### src/rtl/clk_period_monitor.sv
// Samples a divided clock in the I_CLK domain, measures its period and high
// time, and tracks lock/loss against an expected divide ratio.
module clk_period_monitor #(
  parameter int CNT_W      = 16,
  parameter int EXP_PERIOD = 20,
  parameter int TOL        = 1,
  parameter int LOCK_CNT   = 4,
  parameter int TIMEOUT    = 255
) (
  input  logic             I_CLK,
  input  logic             rst_n,
  input  logic             S_CLK,
  output logic [CNT_W-1:0] O_PERIOD,
  output logic [CNT_W-1:0] O_HIGH,
  output logic             O_VALID,
  output logic             O_LOCK,
  output logic             O_ERR,
  output logic             O_IDLE
);

  localparam int GOOD_W = $clog2(LOCK_CNT + 1);

  // Lower bound clamps at zero when TOL exceeds EXP_PERIOD; the upper bound
  // carries an extra bit so EXP_PERIOD+TOL never wraps against the counter.
  localparam logic [CNT_W-1:0] TOL_LO  = (EXP_PERIOD > TOL) ? CNT_W'(EXP_PERIOD - TOL) : '0;
  localparam logic [CNT_W:0]   TOL_HI  = (CNT_W + 1)'(EXP_PERIOD + TOL);
  localparam logic [CNT_W-1:0] TMO_VAL = CNT_W'(TIMEOUT);
  localparam logic [GOOD_W-1:0] LOCK_VAL = GOOD_W'(LOCK_CNT);

  typedef enum logic [1:0] {
    IDLE,
    ACQUIRE,
    LOCKED
  } state_t;

  state_t            state_q, state_d;
  logic              s1_q, s2_q, s3_q;
  logic [CNT_W-1:0]  cnt_q;
  logic [GOOD_W-1:0] good_q, good_d, good_inc;
  logic [CNT_W-1:0]  period_q, period_d;
  logic [CNT_W-1:0]  high_q, high_d;
  logic              valid_q, valid_d;
  logic              err_q, err_d;
  logic              rise, fall, in_tol, timeout;

  assign rise     = s2_q & ~s3_q;
  assign fall     = ~s2_q & s3_q;
  assign in_tol   = (cnt_q >= TOL_LO) && ({1'b0, cnt_q} <= TOL_HI);
  assign timeout  = (cnt_q == TMO_VAL);
  assign good_inc = good_q + 1'b1;

  always_ff @(posedge I_CLK or negedge rst_n) begin
    if (!rst_n) begin
      s1_q <= 1'b0;
      s2_q <= 1'b0;
      s3_q <= 1'b0;
    end else begin
      s1_q <= S_CLK;
      s2_q <= s1_q;
      s3_q <= s2_q;
    end
  end

  always_ff @(posedge I_CLK or negedge rst_n) begin
    if (!rst_n) begin
      cnt_q <= '0;
    end else if (rise) begin
      cnt_q <= CNT_W'(1);
    end else if (cnt_q != '1) begin
      cnt_q <= cnt_q + 1'b1;
    end
  end

  always_ff @(posedge I_CLK or negedge rst_n) begin
    if (!rst_n) begin
      state_q  <= IDLE;
      good_q   <= '0;
      period_q <= '0;
      high_q   <= '0;
      valid_q  <= 1'b0;
      err_q    <= 1'b0;
    end else begin
      state_q  <= state_d;
      good_q   <= good_d;
      period_q <= period_d;
      high_q   <= high_d;
      valid_q  <= valid_d;
      err_q    <= err_d;
    end
  end

  always_comb begin
    state_d  = state_q;
    good_d   = good_q;
    period_d = period_q;
    high_d   = high_q;
    valid_d  = 1'b0;
    err_d    = 1'b0;

    if (fall && (state_q != IDLE)) begin
      high_d = cnt_q;
    end

    // A rise always takes priority over a coincident timeout.
    unique case (state_q)
      IDLE: begin
        if (rise) begin
          state_d = ACQUIRE;
          good_d  = '0;
        end
      end
      ACQUIRE: begin
        if (rise) begin
          period_d = cnt_q;
          valid_d  = 1'b1;
          if (in_tol) begin
            good_d = good_inc;
            if (good_inc == LOCK_VAL) begin
              state_d = LOCKED;
            end
          end else begin
            good_d = '0;
            err_d  = 1'b1;
          end
        end else if (timeout) begin
          state_d = IDLE;
          good_d  = '0;
          err_d   = 1'b1;
        end
      end
      LOCKED: begin
        if (rise) begin
          period_d = cnt_q;
          valid_d  = 1'b1;
          if (!in_tol) begin
            state_d = ACQUIRE;
            good_d  = '0;
            err_d   = 1'b1;
          end
        end else if (timeout) begin
          state_d = IDLE;
          good_d  = '0;
          err_d   = 1'b1;
        end
      end
      default: begin
        state_d = IDLE;
        good_d  = '0;
      end
    endcase
  end

  assign O_PERIOD = period_q;
  assign O_HIGH   = high_q;
  assign O_VALID  = valid_q;
  assign O_ERR    = err_q;
  assign O_LOCK   = (state_q == LOCKED);
  assign O_IDLE   = (state_q == IDLE);

endmodule

### config.mk
export PLATFORM = sky130hd
export DESIGN_NAME = clk_period_monitor
export DESIGN_NICKNAME = d
export VERILOG_FILES = /design/src/rtl/clk_period_monitor.sv
export SDC_FILE = /design/constraint.sdc
export NUM_CORES = 1
export LEC_CHECK = 0
export CORE_MARGIN = 2
export CORE_UTILIZATION = 35
export DETAILED_ROUTE_END_ITERATION = 10
export GPL_ROUTABILITY_DRIVEN = 0
export PLACE_DENSITY_LB_ADDON = 0.3
export REMOVE_ABC_BUFFERS = 1
export SYNTH_ARGS = -nofsm -noshare
export SYNTH_HDL_FRONTEND = slang
export SYNTH_SLANG_ARGS = --single-unit
### constraint.sdc
create_clock -name I_CLK -period 5.7 [get_ports I_CLK]
set_input_delay 0.57 -clock I_CLK [delete_from_list [all_inputs] [get_ports I_CLK]]
set_output_delay 0.57 -clock I_CLK [all_outputs]
set_load 0.02 [all_outputs]
==> summary.md <==
| Metric | Value |
|---|---|
| Max Slew Vio Count | `0` |
| DR pass1 iterations | `4` |
| Syn Inst Count | `221` |
| Initial antenna violation count | `0` |
| CP Cell Sequence | `inv_1 > ha_1 > clkdlybuf4s50_1` |
| WL/cell | `14.2 µm` |
| Leak | `1.55 nW` |
| TritonCTS clock tree | `done` |
| WL final | `5270 µm` |
| Clk sink count | `58` |
| Final period util | `0.410` |
| Met2 Track Usage GR | `0.210` |
| F_max | `0.428 GHz` |
| DR DRC count | `0` |
| Combinational Power Share | `0.266` |
| Hold path cells | `0` |
| Synthesized cell area | `2670 µm²` |
| Site Rows | `31` |
| P&R area growth vs syn | `26.6%` |
| Fin. Hold Viols | `0` |
| Post-route cell area | `3370 µm²` |
| Diodes inserted | `0` |
| Max_slew headroom | `0.432` |
| Root buffer cell | `clkbuf_8` |
| Antenna-violating nets left | `0` |
| I/O pin total | `39` |
| Setup Buffers After CTS | `0` |
| Period minus WS final | `2.34 ns` |
| Max_cap viols | `0` |
| Main synth FF type | `dfrtp_1` |
| Clock Tree Buf Depth | `2` |
| DIE WIDTH | `91.3 µm` |
| Setup CP Type | `register to primary output` |
| Sw Pwr | `384 µW` |
| Critical path launch point type | `register` |
| Num CTS Buffers | `9` |
| Switch share | `0.305` |
| Met1 Use GR | `0.178` |
| Mean post-synth cell area | `12.1 µm²` |
| Req. time, crit path | `5.13 ns` |
| Clk pwr share | `0.326` |
| H-tree levels | `3` |
| Slowest-stage cell, CP | `clkdlybuf4s50_1` |
| Leading area contributor after synthesis | `dfrtp_1` |
| CTS clk-pin slew, worst paths | `0.06 ns` |
| Post-CTS Hold Buffers | `0` |
| Worst-margin pin slew | `0.850 ns` |
| Total die area | `8330 µm²` |
| Initial drt markers | `119` |
| WP data arrival | `1.77 ns` |
| Warnings from Yosys | `0` |
| Hold Path Class | `register to register` |
| Vias | `1867` |
| CTS-repair resized insts | `0` |
| IO Port Bufs | `38` |
| RSZ-0062 raised after global routing | `no` |
| Worst-skew pair later-pin latency | `0.34 ns` |
| Total congestion overflow | `0` |
| Number of global-route vias before repair | `1801` |
| CP top delay family | `buffers and inverters` |
| Register area share after synthesis | `0.544` |
| Die Span Y | `91.3 µm` |
| Routed vias/inst | `5.05` |
| Busiest layer in global routing | `met2` |
| Reg power frac | `0.408` |
| Post-synth top area share | `0.544` |
| Setup Skew | `0.0105 ns` |
| TNS Setup | `0 ns` |
| Asr flop ratio synth | `1.00` |
| GR Util met3 | `0.0531` |
| Post-synth EDFFs | `0` |
| Number of stages on the worst setup path | `3` |
| Initial core utilization | `0.364` |
| Overall Power | `1.26 mW` |
| Largest stage delay on the critical path | `0.65 ns` |
| GRT Overall Usage | `0.137` |
| Placeable Area | `7330 µm²` |
| Register-to-Register Path Depth | `5` |
| Detailed-placement wirelength estimate | `3650 µm` |
| Distinct cells, synth | `40` |
| Worst-case hold slack | `0.358 ns` |
| Max IR drop VDD | `173 µV` |
| Finish-stage setup viols | `0` |
| Yosys reg bits | `58` |
| Nets@finish | `278` |
| Buf/Inv on CP | `2` |
| Setup crit end kind | `primary output` |
| Outcome | `finished, final reports clean` |
| Internal power | `873 µW` |
| Main area contributors after synthesis | `dfrtp_1, mux2_2, ha_1` |
| Critical-path maximum fanout | `6` |
| Placed instance area | `3160 µm²` |
| PD cells | `372 nW/µm²` |
| First-pass GRT wire length | `8850 µm` |
| Share of layout cells above drive strength 1 | `0.210` |
| Largest net degree at the start of global routing | `59` |
-- per-layer routing --
metal,vias up,share of wire
met5,-,0
met4,0,0.014
met3,6,0.043
met2,42,0.47
met1,935,0.47
li1,884,-
-- worst register-to-register path: stages, from the launching register on --
cell	delay (ns)
dfrtp_1	0.39
nor2b_1	0.15
buf_4	0.24
nand2_1	0.54
or4_1	0.61
o21ai_1	0.14
-- Yosys cell counts (3+ instances only) --
library cell,count
dfrtp_1,58
mux2_2,29
nor2_1,21
nand2_1,11
inv_1,10
ha_1,9
a211oi_1,8
xor2_1,6
nand3_1,5
o21ai_0,5
a21oi_1,4
clkbuf_1,4
o21ai_1,4
and2_1,3
o2111ai_1,3
o22a_1,3
xnor2_1,3
-- stage by stage --
step,utilization,cells,setup slack [ns]
3_5_place_dp,0.431,354,3.49
3_3_place_gp,0.431,354,3.47
5_1_grt,0.460,370,3.25
6_report,0.460,370,3.36
2_1_floorplan,-,214,3.15
4_1_cts,0.460,370,3.34
-- worst paths after layout --
kind                       slack, ns        from     endpoint
hold reg to reg                 0.36        s1_q         s2_q
hold / removal                  0.36        s1_q         s2_q
max in group asynchronous       4.86       rst_n  O_PERIOD[2]
setup reg to reg                3.55        s2_q    good_q[2]
setup / recovery                3.36  state_q[0]       O_LOCK
min in group asynchronous       0.38       rst_n    cnt_q[13]
-- cells by family (layout without fill, tap and decap cells) --
kind of cell               Yosys count  after routing  synth area share
and+or+nand+nor                     64             64             0.141
DFF                                 58             58             0.544
AOI/OAI and AO/OA                   33             33            0.0854
muxes                               31             31             0.130
buffers and inverters               17             67            0.0277
adders and majority gates            9              9            0.0422
xor gates and xnor gates             9              9            0.0296
-- registers in the layout, summed over array words and instances, names as in the netlist --
register / cells
O_ERR: 1
O_HIGH: 16
O_PERIOD: 16
O_VALID: 1
cnt_q: 16
good_q: 3
s1_q: 1
s2_q: 1
s3_q: 1
state_q: 2
-- power by group through the flow --
stage | clock network, mW | registers, mW | logic, mW
4_1_cts | 0.423 | 0.513 | 0.339
6_report | 0.410 | 0.512 | 0.335
3_3_place_gp | 0 | 0.518 | 0.337
2_1_floorplan | 0 | 0.544 | 0.178
5_1_grt | 0.441 | 0.521 | 0.366
3_5_place_dp | 0 | 0.521 | 0.338
-- cell type report --
cell class | instances | area [µm²]
timing repair buffer | 41 | 398
clock buffer | 10 | 138
tap | 99 | 124
fill | 662 | 3960
multi-input combinational | 146 | 1150
clock inverter | 6 | 80.1
inverter | 10 | 37.5
sequential | 58 | 1450
-- cell usage in the layout, fill, tap and decap left out, drive strengths merged, types with 3 or more instances in the layout --
| cell | synthesis | routed |
|---|---|---|
| xor2 | 6 | 6 |
| a21oi | 4 | 4 |
| xnor2 | 3 | 3 |
| nor2 | 22 | 22 |
| inv | 10 | 10 |
| clkdlybuf4s50 | 0 | 37 |
| mux2 | 29 | 29 |
| clkinv | 0 | 4 |
| a211oi | 8 | 8 |
| or4 | 3 | 3 |
| clkbuf | 4 | 10 |
| nand2 | 11 | 11 |
| nand4 | 3 | 3 |
| o21ai | 9 | 9 |
| o22a | 3 | 3 |
| buf | 3 | 4 |
| o2111ai | 3 | 3 |
| dfrtp | 58 | 58 |
| nand3 | 5 | 5 |
| ha | 9 | 9 |
| and2 | 3 | 3 |
(Power assumes the default switching activity.)
